<file path="src/rtl/board_debug_ctrl_pkg.sv">
// ---------------------------------------------------------------------------
// board_dbg_pkg
//   Shared types and constants for the board debug controller.
//   - state_t    : run/step/halt/break controller state encoding
//   - HEX_SEG    : active-low {dp,g,f,e,d,c,b,a} patterns for hex digits 0-F
//   - clog2()    : counter width helper (never returns less than 1)
// Optional build macro used by files importing this package:
//   BOARD_DBG_FREEZE_EN - adds a display-freeze input to the bus.
// ---------------------------------------------------------------------------
package board_dbg_pkg;

    typedef enum logic [1:0] {
        ST_HALT  = 2'd0,
        ST_RUN   = 2'd1,
        ST_STEP  = 2'd2,
        ST_BREAK = 2'd3
    } state_t;

    // Index 0 is the rightmost entry. Bit 7 (dp) is always 1, i.e. off.
    localparam logic [15:0][7:0] HEX_SEG = {
        8'h8E, 8'h86, 8'hA1, 8'hC6,   // F E D C
        8'h83, 8'h88, 8'h90, 8'h80,   // B A 9 8
        8'hF8, 8'h82, 8'h92, 8'h99,   // 7 6 5 4
        8'hB0, 8'hA4, 8'hF9, 8'hC0    // 3 2 1 0
    };

    // Bits needed to hold values 0..value-1; at least 1 so that a counter
    // with a single state still has a legal declaration.
    function automatic int clog2(input int value);
        int r;
        r = 1;
        for (int i = 1; i < 32; i++) begin
            if (((value - 1) >> i) != 0) r = i + 1;
        end
        return r;
    endfunction

endpackage

</file>
<file path="src/rtl/board_debug_ctrl_if.sv">
// ---------------------------------------------------------------------------
// board_dbg_if
//   Bundles every non-clock/reset signal of board_debug_ctrl.
//   slave  : the controller side (consumes run/step/probes, drives display)
//   master : the board/test side
// Signalling: there is no valid/ready handshake on this bus. run, choose,
// probe, pc, inst, bp_addr, bp_ena (and freeze) are levels sampled every
// clk; step_btn is an asynchronous level whose rising edges are counted;
// cpu_en is a single-clk enable pulse; halted, state, step_count, o_seg and
// o_sel are levels valid every clk.
// Optional macro: BOARD_DBG_FREEZE_EN adds the freeze input.
// ---------------------------------------------------------------------------
interface board_dbg_if #(
    parameter int NUM_CH = 8,
    parameter int DATA_W = 32,
    parameter int DIGITS = 8
);
    import board_dbg_pkg::*;

    logic                       run;
    logic                       step_btn;
    logic [NUM_CH-1:0]          choose;
    logic [NUM_CH*DATA_W-1:0]   probe;
    logic [DATA_W-1:0]          pc;
    logic [DATA_W-1:0]          inst;
    logic [DATA_W-1:0]          bp_addr;
    logic                       bp_ena;
`ifdef BOARD_DBG_FREEZE_EN
    logic                       freeze;
`endif
    logic                       cpu_en;
    logic                       halted;
    logic [31:0]                step_count;
    logic [7:0]                 o_seg;
    logic [DIGITS-1:0]          o_sel;
    state_t                     state;      // controller state, for debug

    modport slave (
`ifdef BOARD_DBG_FREEZE_EN
        input  freeze,
`endif
        input  run, step_btn, choose, probe, pc, inst, bp_addr, bp_ena,
        output cpu_en, halted, step_count, o_seg, o_sel, state
    );

    modport master (
`ifdef BOARD_DBG_FREEZE_EN
        output freeze,
`endif
        output run, step_btn, choose, probe, pc, inst, bp_addr, bp_ena,
        input  cpu_en, halted, step_count, o_seg, o_sel, state
    );

endinterface

</file>
<file path="src/rtl/board_debug_ctrl_seg_hex_scan.sv">
// ---------------------------------------------------------------------------
// seg_hex_scan
//   Multiplexed 7-segment hex scanner. Advances the digit index every
//   SEG_DIV clks (wrapping DIGITS-1 -> 0), latches the display word once per
//   scan as digit 0 begins, and registers o_sel/o_seg together so both lag
//   the digit index by exactly one clk. Digit d shows nibble d.
// Ports:
//   clk, rst : clock, synchronous active-high reset
//   word     : word to display, sampled at the start of each scan
//   hold     : 1 = keep the current latched word (scanning continues)
//   o_seg    : active-low segments {dp,g..a}; dp always off
//   o_sel    : active-low one-hot digit select
// ---------------------------------------------------------------------------
module seg_hex_scan
    import board_dbg_pkg::*;
#(
    parameter int DIGITS  = 8,
    parameter int SEG_DIV = 4
) (
    input  logic                  clk,
    input  logic                  rst,
    input  logic [4*DIGITS-1:0]   word,
    input  logic                  hold,
    output logic [7:0]            o_seg,
    output logic [DIGITS-1:0]     o_sel
);

    localparam int SW = clog2(SEG_DIV);
    localparam int DW = clog2(DIGITS);
    localparam logic [SW-1:0] SEG_LAST = SW'(SEG_DIV - 1);
    localparam logic [DW-1:0] DIG_LAST = DW'(DIGITS - 1);

    logic [SW-1:0]         seg_cnt;
    logic [DW-1:0]         dig_idx;
    logic [4*DIGITS-1:0]   word_q;
    logic                  advance;
    logic                  scan_wrap;
    logic [3:0]            nibble;

    assign advance   = (seg_cnt == SEG_LAST);
    // Index is about to return to 0: the next scan starts with a fresh word.
    assign scan_wrap = advance && (dig_idx == DIG_LAST);
    assign nibble    = 4'(word_q >> {dig_idx, 2'b00});

    always_ff @(posedge clk) begin
        if (rst) begin
            seg_cnt <= '0;
            dig_idx <= '0;
            word_q  <= '0;
            o_sel   <= ~DIGITS'(1);
            o_seg   <= 8'hFF;
        end else begin
            seg_cnt <= advance ? '0 : seg_cnt + 1'b1;
            if (advance) begin
                dig_idx <= (dig_idx == DIG_LAST) ? '0 : dig_idx + 1'b1;
            end
            if (scan_wrap && !hold) begin
                word_q <= word;
            end
            // Select and segments come from the same index, so they always
            // change on the same clk.
            o_sel <= ~(DIGITS'(1) << dig_idx);
            o_seg <= HEX_SEG[nibble];
        end
    end

endmodule

</file>
<file path="src/rtl/board_debug_ctrl.sv">
// ---------------------------------------------------------------------------
// board_debug_ctrl
//   Run/step/halt/breakpoint controller for the board CPU plus a probe
//   display. All timing is done with enables on the single clock clk; the
//   CPU advances only on clks where cpu_en is 1.
// Ports:
//   clk   : board clock
//   rst   : synchronous active-high reset
//   bus   : board_dbg_if.slave
//     run        level, 1 = free-run request
//     step_btn   asynchronous button; each rising edge = one step request
//     choose     one-hot priority channel select (highest set bit wins,
//                all-zero selects channel 0)
//     probe      NUM_CH words, channel c at [c*DATA_W +: DATA_W]
//     pc, inst   current CPU pc / fetched instruction
//     bp_addr, bp_ena  breakpoint pc and enable
//     cpu_en     one-clk CPU advance enable
//     halted     1 in HALT or BREAK
//     step_count cpu_en pulses since reset (wraps)
//     o_seg/o_sel  multiplexed hex display, active-low
//     state      current controller state
// Optional macro: BOARD_DBG_FREEZE_EN - bus.freeze=1 holds the displayed
//   word (scanning continues, cpu_en unaffected).
// ---------------------------------------------------------------------------
module board_debug_ctrl
    import board_dbg_pkg::*;
#(
    parameter int NUM_CH  = 8,
    parameter int DATA_W  = 32,
    parameter int DIGITS  = 8,
    parameter int CPU_DIV = 20000,
    parameter int SEG_DIV = 4
) (
    input  logic      clk,
    input  logic      rst,
    board_dbg_if.slave bus
);

    localparam int CW = clog2(CPU_DIV);
    localparam int IW = clog2(NUM_CH);
    localparam logic [CW-1:0] CPU_LAST = CW'(CPU_DIV - 1);

    // -----------------------------------------------------------------------
    // Step button: two synchroniser flops, one history flop, registered
    // rising-edge pulse. During reset all three flops follow the button so
    // a level already present at reset release is not seen as an edge.
    // -----------------------------------------------------------------------
    logic btn_s1, btn_s2, btn_s3;
    logic step_req;

    always_ff @(posedge clk) begin
        if (rst) begin
            btn_s1   <= bus.step_btn;
            btn_s2   <= bus.step_btn;
            btn_s3   <= bus.step_btn;
            step_req <= 1'b0;
        end else begin
            btn_s1   <= bus.step_btn;
            btn_s2   <= btn_s1;
            btn_s3   <= btn_s2;
            step_req <= btn_s2 & ~btn_s3;
        end
    end

    // -----------------------------------------------------------------------
    // Controller FSM
    // -----------------------------------------------------------------------
    state_t          state, state_nxt;
    logic [CW-1:0]   cpu_cnt, cpu_cnt_nxt;
    logic            cpu_en_c;
    logic [31:0]     step_count_q;
    logic            inst_zero;
    logic            bp_hit;

    assign inst_zero = (bus.inst == '0);
    assign bp_hit    = bus.bp_ena && (bus.pc == bus.bp_addr);

    always_ff @(posedge clk) begin
        if (rst) begin
            state        <= ST_HALT;
            cpu_cnt      <= '0;
            step_count_q <= '0;
        end else begin
            state   <= state_nxt;
            cpu_cnt <= cpu_cnt_nxt;
            if (cpu_en_c) step_count_q <= step_count_q + 32'd1;
        end
    end

    always_comb begin
        state_nxt   = state;
        cpu_cnt_nxt = '0;       // divider only holds a count while in RUN
        cpu_en_c    = 1'b0;
        case (state)
            ST_HALT: begin
                if (bus.run) begin
                    state_nxt = ST_RUN;
                end else if (step_req && !inst_zero) begin
                    state_nxt = ST_STEP;
                end
            end
            ST_RUN: begin
                // End-of-program outranks halt request, which outranks the
                // breakpoint; each of them suppresses the pulse.
                if (inst_zero || !bus.run) begin
                    state_nxt = ST_HALT;
                end else if (cpu_cnt == CPU_LAST) begin
                    if (bp_hit) begin
                        state_nxt = ST_BREAK;
                    end else begin
                        cpu_en_c = 1'b1;
                    end
                end else begin
                    cpu_cnt_nxt = cpu_cnt + 1'b1;
                end
            end
            ST_STEP: begin
                cpu_en_c  = !inst_zero;
                state_nxt = ST_HALT;
            end
            ST_BREAK: begin
                if (step_req) begin
                    state_nxt = ST_STEP;
                end else if (!bus.run) begin
                    state_nxt = ST_HALT;
                end
            end
            default: state_nxt = ST_HALT;
        endcase
    end

    assign bus.cpu_en     = cpu_en_c;
    assign bus.halted     = (state == ST_HALT) || (state == ST_BREAK);
    assign bus.step_count = step_count_q;
    assign bus.state      = state;

    // -----------------------------------------------------------------------
    // Channel select: last set bit in ascending order is the highest one.
    // -----------------------------------------------------------------------
    logic [IW-1:0]     sel_idx;
    logic [DATA_W-1:0] sel_word;

    always_comb begin
        sel_idx = '0;
        for (int c = 0; c < NUM_CH; c++) begin
            if (bus.choose[c]) sel_idx = IW'(c);
        end
    end

    assign sel_word = DATA_W'(bus.probe >> (int'(sel_idx) * DATA_W));

    logic hold;
`ifdef BOARD_DBG_FREEZE_EN
    assign hold = bus.freeze;
`else
    assign hold = 1'b0;
`endif

    seg_hex_scan #(
        .DIGITS  (DIGITS),
        .SEG_DIV (SEG_DIV)
    ) u_scan (
        .clk   (clk),
        .rst   (rst),
        .word  (sel_word),
        .hold  (hold),
        .o_seg (bus.o_seg),
        .o_sel (bus.o_sel)
    );

endmodule

</file>
<file path="src/flat_wrapper.sv">
// flat-port wrapper written by rule: the top's interface ports become plain ports
module board_debug_ctrl_flat import board_dbg_pkg::*;
#(
    parameter int NUM_CH  = 8,
    parameter int DATA_W  = 32,
    parameter int DIGITS  = 8,
    parameter int CPU_DIV = 20000,
    parameter int SEG_DIV = 4
)
  (clk, rst, bus_run, bus_step_btn, bus_choose, bus_probe, bus_pc, bus_inst, bus_bp_addr, bus_bp_ena, bus_cpu_en, bus_halted, bus_step_count, bus_o_seg, bus_o_sel, bus_state);
  board_dbg_if #(.NUM_CH(NUM_CH), .DATA_W(DATA_W), .DIGITS(DIGITS)) bus_i ();
  input  logic clk;
  input  logic rst;
  input wire logic [$bits(bus_i.run)-1:0] bus_run;
  input wire logic [$bits(bus_i.step_btn)-1:0] bus_step_btn;
  input wire logic [$bits(bus_i.choose)-1:0] bus_choose;
  input wire logic [$bits(bus_i.probe)-1:0] bus_probe;
  input wire logic [$bits(bus_i.pc)-1:0] bus_pc;
  input wire logic [$bits(bus_i.inst)-1:0] bus_inst;
  input wire logic [$bits(bus_i.bp_addr)-1:0] bus_bp_addr;
  input wire logic [$bits(bus_i.bp_ena)-1:0] bus_bp_ena;
  output wire logic [$bits(bus_i.cpu_en)-1:0] bus_cpu_en;
  output wire logic [$bits(bus_i.halted)-1:0] bus_halted;
  output wire logic [$bits(bus_i.step_count)-1:0] bus_step_count;
  output wire logic [$bits(bus_i.o_seg)-1:0] bus_o_seg;
  output wire logic [$bits(bus_i.o_sel)-1:0] bus_o_sel;
  output wire logic [$bits(bus_i.state)-1:0] bus_state;
  assign bus_i.run = bus_run;
  assign bus_i.step_btn = bus_step_btn;
  assign bus_i.choose = bus_choose;
  assign bus_i.probe = bus_probe;
  assign bus_i.pc = bus_pc;
  assign bus_i.inst = bus_inst;
  assign bus_i.bp_addr = bus_bp_addr;
  assign bus_i.bp_ena = bus_bp_ena;
  assign bus_cpu_en = bus_i.cpu_en;
  assign bus_halted = bus_i.halted;
  assign bus_step_count = bus_i.step_count;
  assign bus_o_seg = bus_i.o_seg;
  assign bus_o_sel = bus_i.o_sel;
  assign bus_state = bus_i.state;
  board_debug_ctrl #(.NUM_CH(NUM_CH), .DATA_W(DATA_W), .DIGITS(DIGITS), .CPU_DIV(CPU_DIV), .SEG_DIV(SEG_DIV)) u_core (.clk(clk), .rst(rst), .bus(bus_i));
endmodule
</file>
<file path="config.mk">
export PLATFORM = sky130hd
export DESIGN_NAME = board_debug_ctrl_flat
export DESIGN_NICKNAME = d
export VERILOG_FILES = /design/src/rtl/board_debug_ctrl_pkg.sv /design/src/rtl/board_debug_ctrl_if.sv /design/src/rtl/board_debug_ctrl_seg_hex_scan.sv /design/src/rtl/board_debug_ctrl.sv /design/src/flat_wrapper.sv
export SDC_FILE = /design/constraint.sdc
export NUM_CORES = 1
export LEC_CHECK = 0
export ABC_AREA = 1
export CORE_MARGIN = 8
export CORE_UTILIZATION = 25
export DETAILED_ROUTE_END_ITERATION = 6
export PLACE_DENSITY = 0.66
export SLEW_MARGIN = 0
export SYNTH_ARGS = -nofsm -noshare
export SYNTH_HDL_FRONTEND = slang
export SYNTH_SLANG_ARGS = --single-unit
</file>
<file path="constraint.sdc">
create_clock -name clk -period 2.1 [get_ports clk]
set_clock_uncertainty 0.2 [all_clocks]
set_input_delay 0.315 -clock clk [delete_from_list [all_inputs] [get_ports clk]]
set_output_delay 0.315 -clock clk [all_outputs]
set_load 0.05 [all_outputs]
</file>
Word-level counts from Yosys, hierarchy flattened

Memories as Yosys holds them, arrays and structs flattened. A register that Yosys moved wholly into a read port is not among the register bits.
Index checks and enable logic that the tools add are counted.

Bits in registers: 98
Memory bits (read-only): 128
Input port bits: 365
Output and inout bits: 52
Word-level logic and storage cells: 68
Memories kept: 1

Memories:

| name            | words | bits a word | read ports | clocked after memory_dff | write ports | RTL line                            | RTL |
|---|---|---|---|---|---|---|---|
| (no name shown) | 16    | 8           | 1          | 1                        | 0           | board_debug_ctrl_seg_hex_scan.sv:63 | `o_seg <= HEX_SEG[nibble];` |

Add/subtract/negate cells: 4
Equality and inequality tests: 11
Shift-type cells: 3
Mux-type cells: 22
Bitwise gates (word level): 4
Reduce and logical (&&, ||, !) cells: 12

Operators by type and width:

| cell                                             | count |
|---|---|
| right shift 256 x 8 -> 32 bit                    | 1 |
| adder 32 x 1 -> 32 bit (second input constant)   | 1 |
| == test 32 bit                                   | 1 |
| logical NOT 32 bit                               | 1 |
| right shift 32 x 5 -> 4 bit                      | 1 |
| two-way mux 2 bit                                | 9 |
| adder 15 x 1 -> 15 bit (second input constant)   | 1 |
| == test 15 bit (second input constant)           | 1 |
| two-way mux 3 bit                                | 5 |
| inverter 8 bit                                   | 1 |
| case mux 2 bit (4 select lines)                  | 1 |
| << shifter 1 x 3 -> 8 bit (first input constant) | 1 |
| == test 2 bit (second input constant)            | 3 |
| two-way mux 1 bit                                | 6 |
| != test 3 x 1 -> 1 bit (second input constant)   | 2 |
| != test 3 x 2 -> 1 bit (second input constant)   | 2 |
| AND reduction 4 bit                              | 1 |
| OR reduction 4 bit                               | 1 |
| adder 3 x 1 -> 3 bit (second input constant)     | 1 |
| == test 3 bit (second input constant)            | 1 |
| logical AND 1 bit                                | 3 |
| adder 2 x 1 -> 2 bit (second input constant)     | 1 |
| == test 2 x 1 -> 1 bit (second input constant)   | 1 |
| logical NOT 1 bit                                | 2 |
| 6 further kinds                                  | 8 |

Logic depth before layout (Yosys ltp)

Gate-level depths: netlist of the first run.

Depth in word-level cells: 8
Mapped depth: 15
Depth with buffers taken out: 15

By module

A second synthesis of the first run with hierarchy kept.

Cells, all modules: 1,381
Area, all modules: 8,361.8 µm²

By module, submodules not included:

| module           | instances | cells each | area an instance (µm²) | seq. area each (µm²) |
|---|---|---|---|---|
| board_debug_ctrl | 1         | 1,065      | 5,965.7                | 1,061.0 |
| seg_hex_scan     | 1         | 316        | 2,396.0                | 1,041.0 |

Least setup slack after synthesis of the first run

Ideal clock, no wire load.

Kind: register -> output
Start: register u_core.state[0] (netlist: u_core.bus.state[0])
End: output bus_halted
Arrival time: 1.905 ns
Data required time: 1.585 ns
Slack: -0.320 ns
Cell stages (with the launch flop): 6
Buffers on the path: 2
Cell sequence: dfxtp_1 -> inv_1 -> ha_1 -> clkbuf_1 -> clkbuf_1 -> inv_1

Longest elaborated chain between the ends: 2
Elaborated cells between the ends (all ways): 3
Classes of those cells: eq/ne (1); reduce/logical (2)

Ends and longest elaborated chain:

| element                                                   | RTL line                | RTL |
|---|---|---|
| start, declared                                           | board_debug_ctrl.sv:68  | `state_t state, state_nxt;` |
| start signal, assigned                                    | board_debug_ctrl.sv:84  | `state <= state_nxt;` |
| == test 2 bit / logical NOT 2 bit (equally long branches) | board_debug_ctrl.sv:133 | `assign bus.halted = (state == ST_HALT) \|\| (state == ST_BREAK);` |
| logical OR 1 bit (*)                                      | board_debug_ctrl.sv:133 |  |
| end, declared                                             | flat_wrapper.sv:23      | `output wire logic [$bits(bus_i.halted)-1:0] bus_halted;` |

Mark *: on every way between the ends. The rest lies on a longest branch, timed or not.

Final worst setup path of the first run

Start: input bus_bp_addr[19]
End: output bus_cpu_en

Longest elaborated chain between the ends: 6

Ends and longest elaborated chain:

| element                         | RTL line                | RTL |
|---|---|---|
| start, declared                 | flat_wrapper.sv:20      | `input wire logic [$bits(bus_i.bp_addr)-1:0] bus_bp_addr;` |
| == test 32 bit                  | board_debug_ctrl.sv:76  | `assign bp_hit = bus.bp_ena && (bus.pc == bus.bp_addr);` |
| logical AND 1 bit               | board_debug_ctrl.sv:76  |  |
| two-way mux 1 bit               | board_debug_ctrl.sv:108 | `if (bp_hit) begin` |
| two-way mux 1 bit               | board_debug_ctrl.sv:107 | `end else if (cpu_cnt == CPU_LAST) begin` |
| two-way mux 1 bit               | board_debug_ctrl.sv:105 | `if (inst_zero \|\| !bus.run) begin` |
| case mux 1 bit (2 select lines) | board_debug_ctrl.sv:94  | `case (state)` |
| end, declared                   | flat_wrapper.sv:22      | `output wire logic [$bits(bus_i.cpu_en)-1:0] bus_cpu_en;` |

Every way passes these cells.

==> run metrics, run 1 <==
Post-synth EDFFs 0; fill cell count 3482; routed vias 10.6k; row count 67; die height 199 µm; IO Count 417; Reg power frac 31.7%; post-synthesis simple-gate area fraction 29.2%; synthesized area 0.00833 mm²; input/output buffers 414; vias in the first global route 10.6k; final hold vios 0; Combinational Power Share 42.8%; total wire length 38500 µm; Final Hold Slack 0.188 ns; crit path launch type primary input; Routability Congestion 1.00; P_leak 0.00635 µW; Min-Delay Endpoint u_core.step_req; overall power 6660 µW; Final Util 43.0%; Peak supply drop 0.000393 V; fin nets 2210; Int Pwr 4260 µW; grt ovf 0; clk buf depth 2; final setup margin -0.144 ns; Via density 4.67; met3 WL post-DR 3490 µm; layout cells sized above 1 15.9%; hold_sp u_core.btn_s3; Syn Area/Cell 6.09 µm²; top sig layer met5; Seq cells post-synth 105; critical path's largest stage delay 0.24 ns; number of CTS-inserted buffers 9; post-synthesis adder-cell area fraction 3.00%; Final min period 2.24 ns; met1 WL 14600 µm; Async S/R FF share, synth 0%; Hold WC Path Type flop to flop; Clk Latency, worst-skew pair 0.36 ns; Pins Over Slew Limit 0; H-tree depth 3; Synth Instances 1369; worst r2r dst u_core.u_scan.o_seg[6]; mux cell area share after synthesis 0.135%; die area 0.0394 mm²; largest family of logic cells by synthesized area simple AND/OR/NAND/NOR gates; antenna violations before repair 10; largest net degree at the start of global routing 65; CTS tree yes; met2 routed WL 19500 µm; switching part of the total 36.1%; critical-path maximum fanout 2; drt drc 0; Final HPWL DP 31500 µm; Global Route Usage Sum 18.1%; Cell Pwr Density 467 mW/mm²; outcome finished with violations; warning count from the yosys run 0; fin area 0.0143 mm²; placed cell areas 0.0133 mm²; post-synthesis compound-gate area fraction 23.4%; Initial Util 25.1%; crit path DAT 1.73 ns; Area growth syn-to-layout 71.2%; Max Fclk 0.446 GHz; Reg2Reg Depth 13; final period utilization 107%; Critical Path End Type primary output; clock network power share 25.5%; failing checks setup timing; Setup-failing EPs final 1; clock root cell clkbuf_16; chip width 199 µm; unrepaired setup endpoints after global routing true; CP Cell Sequence dlygate4sd2_1, inv_2, o22ai_1, buf_4, nor2_2, nand2_2, nor2_4, nand3_2, nand3_2, nand2_2, nand2_4, clkinvlp_4, buf_8; Clock transition at path regs 0.08 ns; Syn Nets 1754; CP max-delay cell dlygate4sd2_1; routed len/inst 16.9 µm; register area share after synthesis 25.2%; sw power 2410 µW; Critical Path RT 1.58 ns; MaxCap Viol Count 0; Hold Path Depth 1; Synth Flop Type dfxtp_1; clock sinks 105; Unique masters post-synth 38; post-place setup slack -0.775 ns; RR Startpoint u_core.u_scan.dig_idx[0]; XOR/XNOR Fraction of Synth Area 4.94%; CP Class primary input to primary output; Starting DRT DRC Count 599; reg2reg setup slack 0.06 ns; Routed Antenna Nets 0; area of the core 0.0332 mm²; DR pass1 iterations 5; first-pass GRT wire length 56200 µm
cell usage after synthesis, drive strengths merged, types with 5 or more instances:
cell    number  share of area, %
nand3      123               7.6
o211ai      68               6.1
ha          20               3.0
nor3b        5              0.45
nor3        19               1.5
buf         44               2.9
inv        211               9.5
nor4         7              0.75
nor2       110               5.1
xor2        27               2.8
a21oi      137               8.2
dfxtp      105                25
xnor2       20               2.1
o21ai      131               7.9
nand2      273                12
o22ai        8              0.60
clkbuf      36               1.6
nand4       13              0.98
power by group through the flow:
stage / sequential, µW / clock (µW) / combinational (µW)
detailed placement: 2160 / 0 / 2690
CTS: 2110 / 1750 / 2700
floorplan: 2330 / 0 / 1200
global route: 2120 / 1820 / 3100
finish: 2110 / 1700 / 2850
global placement: 2160 / 0 / 2660
what timing repair did:
item | CTS | global route
hold buffers | 0 | 0
endpoints found under the setup margin | 43 | 71
gates resized for setup | 153 | 84
setup buffers | 7 | 19
pin swaps | 72 | 43
cloned | 0 | 8
cells in the final DEF, fill, tap and decap left out, drive strengths merged, types with 2 or more instances in the layout:
cell type and instances:
inv 213, o21ai 131, dlymetal6s2s 4, ha 20, a21oi 137, o221ai 2
nor2 110, clkinv 4, diode 3, nand4 13, xnor2 20, clkbuf 16
o211ai 68, dlygate4sd2 93, nor3 19, clkinvlp 2, clkdlybuf4s50 264, xor2 27
nor4 7, buf 154, nor3b 5, dfxtp 105, nand3b 3, clkdlybuf4s15 2
nand2 274, nand3 123, o22ai 8
state kept, by name, summed over array words and instances (netlist names):
register	flops
u_core.cpu_cnt	15
u_core.btn_s3	1
u_core.u_scan.o_sel	8
u_core.u_scan.o_seg	7
u_core.u_scan.word_q	32
u_core.btn_s1	1
u_core.u_scan.seg_cnt	2
u_core.bus.step_count	32
u_core.step_req	1
u_core.u_scan.dig_idx	3
u_core.btn_s2	1
u_core.bus.state	2
per-stage QoR:
stage,std cells,setup TNS (ns)
finish,2281,-0.144
global route,2281,-0.507
CTS,2255,-0.162
detailed placement,2232,-38.01
global placement,2232,-35.27
floorplan,1369,-0.0277
layer usage:
layer  vias up  global-route usage [%]
met5         -                       0
met4         6                    4.42
met3        52                    6.11
met2       414                    34.1
met1      4764                    19.1
li1       5413                       -
worst max-delay path by stage:
| stage | from | to | slack, ns | cells after the start |
|---|---|---|---|---|
| finish | bus_bp_addr[19] | bus_cpu_en | -0.14 | 13 |
| global placement | bus_pc[5] | bus_cpu_en | -0.73 | 11 |
| global route | bus_bp_addr[19] | bus_cpu_en | -0.26 | 13 |
| CTS | u_core.cpu_cnt[7] | bus_cpu_en | -0.16 | 8 |
| detailed placement | bus_bp_addr[9] | u_core.bus.step_count[10] | -0.78 | 14 |
| floorplan | u_core.bus.state[0] | bus_halted | -0.03 | 5 |
worst max-delay path: cells and delay by family:
kind | cells | cell delay, ns
AND/OR/NAND/NOR | 7 | 0.61
buffers and inverters | 5 | 0.71
AO/OA/AOI/OAI | 1 | 0.08
kinds of logic (layout without fill, tap and decap cells):
| group | after synthesis | count (layout) |
|---|---|---|
| compound gates | 349 | 349 |
| xor+xnor | 47 | 47 |
| fa+ha+maj | 20 | 20 |
| buf+inv | 292 | 752 |
| flops | 105 | 105 |
| mux | 1 | 1 |
| other cells | 1 | 4 |
| simple gates | 554 | 555 |
final cells by class:
| type | instances | area [µm²] | share of cell area (%) |
|---|---|---|---|
| Sequential cell | 105 | 2130 | 14.9 |
| Clock inverter | 6 | 57.6 | 0.404 |
| Clock buffer | 10 | 239 | 1.68 |
| Multi-Input combinational cell | 973 | 5390 | 37.8 |
| Timing Repair inverter | 1 | 8.76 | 0.0614 |
| Inverter | 212 | 820 | 5.75 |
| Timing Repair Buffer | 523 | 5050 | 35.4 |
| Antenna cell | 3 | 7.51 | 0.0526 |
| Tap cell | 448 | 561 | 3.93 |
No activity file was read; power rests on OpenSTA's default activity.
==> inputs of run 2 (changes only) <==
--- a/config.mk
+++ b/config.mk
@@ -6,6 +6,7 @@
 export NUM_CORES = 1
 export LEC_CHECK = 0
 export ABC_AREA = 1
+export CAP_MARGIN = 40
 export CORE_MARGIN = 8
 export CORE_UTILIZATION = 25
 export DETAILED_ROUTE_END_ITERATION = 6
==> results of run 2 <==
Final layout, timing and power as in run 1 (identical DEF).
==> inputs of run 3 (changes only) <==
--- a/config.mk
+++ b/config.mk
@@ -11,6 +11,7 @@
 export CORE_UTILIZATION = 25
 export DETAILED_ROUTE_END_ITERATION = 6
 export PLACE_DENSITY = 0.66
+export SETUP_SLACK_MARGIN = 0.1
 export SLEW_MARGIN = 0
 export SYNTH_ARGS = -nofsm -noshare
 export SYNTH_HDL_FRONTEND = slang
==> run 3 against run 2 <==
The flow still finishes with violations (setup timing). Cell count grew 0.18%. Via count rose by 0.86%. Register-to-register slack worse by 0.07 ns. Non-clock buffer count fell by 4. Worst hold slack improved by 0.012 ns. Total power is 13% higher. Utilization increased by 1.7 points. Cell area increased by 3.9%.
==> run metrics, run 3 (synthesis gave the netlist of run 1 again) <==
grt ovf 0; outcome finished with violations; Starting DRT DRC Count 451; CP Class flop to primary output; Area growth syn-to-layout 77.9%; reg2reg setup slack -0.01 ns; CP endpoint bus_cpu_en; final period utilization 106%; chip width 199 µm; row count 67; Critical Path End Type primary output; number of CTS-inserted buffers 9; area of the multi-input gates 0.00576 mm²; Peak supply drop 0.000379 V; clock sinks 105; Via density 4.70; post-place setup slack -0.485 ns; input/output buffers 414; Sequential Area 0.00214 mm²; Reg2Reg Depth 11; crit path launch type flop; MaxCap Viol Count 0; Hold Path Depth 1; Global Route Usage Sum 18.7%; final setup margin -0.135 ns; met1 WL 15300 µm; overall power 7550 µW; Critical Path RT 1.58 ns; # hold bufs at CTS 0; top sig layer met5; vias in the first global route 10.8k; H-tree depth 3; clock root cell clkbuf_16; Setup crit start u_core.cpu_cnt[7]; first-pass GRT wire length 58400 µm; met3 WL post-DR 3530 µm; critical-path maximum fanout 2; fin nets 2205; area of the core 0.0332 mm²; antenna violations before repair 17; unrepaired setup endpoints after global routing true; die height 199 µm; routed vias 10.7k; clk buf depth 2; most frequent cells in the layout clkdlybuf4s50_1, nand2_1, inv_1, buf_4; RR Startpoint u_core.u_scan.dig_idx[0]; failing checks setup timing; CTS tree yes; Max Fclk 0.447 GHz; worst r2r dst u_core.u_scan.o_seg[3]; largest net degree at the start of global routing 65; routed len/inst 17.5 µm; Clk Latency, worst-skew pair 0.35 ns; Final HPWL DP 31800 µm; met2 routed WL 20200 µm; P_leak 0.00644 µW; fill cell count 3415; Setup-failing EPs final 2; commonest non-fill, non-tap cell in the layout clkdlybuf4s50_1; die area 0.0394 mm²; DR pass1 iterations 5; layout cells sized above 1 19.0%; Final Util 44.7%; drt drc 0; Initial Util 25.1%; crit path DAT 1.72 ns; Routed Antenna Nets 0; Hold WC Path Type flop to flop; total wire length 40100 µm; Pins Over Slew Limit 0; Cell Pwr Density 509 mW/mm²; final hold vios 0; Clock transition at path regs 0.07 ns; Final min period 2.24 ns; Routability Congestion 0.933; IO Count 417
## run 3: cell count changes in the layout (fill, tap and decap cells not counted), sizes merged
cell	before	now
dlygate4sd2	93	72
bufbuf	0	2
clkdlybuf4s15	2	24
diode	3	12
clkinv	4	0
bufinv	0	2
clkinvlp	2	1
clkdlybuf4s50	264	263
buf	154	149
inv	213	214
## run 3: stage by stage
stage / instance area, µm² / hold slack (ns) / setup TNS [ns] / instances
2_1_floorplan: 8370 / 0.143 / 0 / 1369
3_3_place_gp: 13300 / 0.177 / -21.88 / 2222
3_5_place_dp: 13300 / 0.191 / -23.63 / 2222
4_1_cts: 13900 / 0.201 / -0.118 / 2253
5_1_grt: 14800 / 0.219 / -1.96 / 2284
6_report: 14800 / 0.200 / -0.146 / 2285
## run 3: area by class of cell
| class | instances | area share (%) |
|---|---|---|
| inverter | 212 | 5.48 |
| multi-input combinational | 973 | 38.9 |
| clock buffer | 11 | 1.64 |
| antenna | 12 | 0.203 |
| timing repair buffer | 519 | 35.0 |
| sequential | 105 | 14.4 |
| tap | 448 | 3.78 |
| clock inverter | 5 | 0.566 |
## run 3: critical path: stages (launching register included)
cell        delay [ns]
dfxtp_4           0.36
nor4_4            0.31
nand2_1           0.11
nor2_2            0.14
nand3_2           0.07
nand2_2           0.10
nand2_4           0.06
clkinvlp_4        0.08
buf_12            0.13
## run 3: worst min-delay path by stage
stage | end | start
after floorplan | u_core.btn_s1 | bus_step_btn
after global placement | u_core.step_req | u_core.btn_s3
after detailed placement | u_core.step_req | u_core.btn_s3
after CTS | u_core.step_req | u_core.btn_s3
after global routing | u_core.step_req | u_core.btn_s3
final | u_core.step_req | u_core.btn_s3
## run 3: layer usage
metal / up-vias / GRT usage (%)
li1: 5419 / -
met1: 4838 / 19.9
met2: 413 / 34.0
met3: 65 / 6.41
met4: 6 / 6.86
met5: - / 0
## run 3: timing repair
item                                    in CTS  in global routing
setup buffers                               13                 14
endpoints found under the setup margin      55                 76
resized for setup                          184                156
pin swaps                                   95                 69
gates cloned                                 3                  6
## run 3: report_power, final
group	leakage, µW	switching (µW)	total, µW	internal [µW]
Clock	0.000161	787	1880	1090
Combinational	0.00541	1850	3550	1700
Sequential	0.000861	52.2	2120	2070
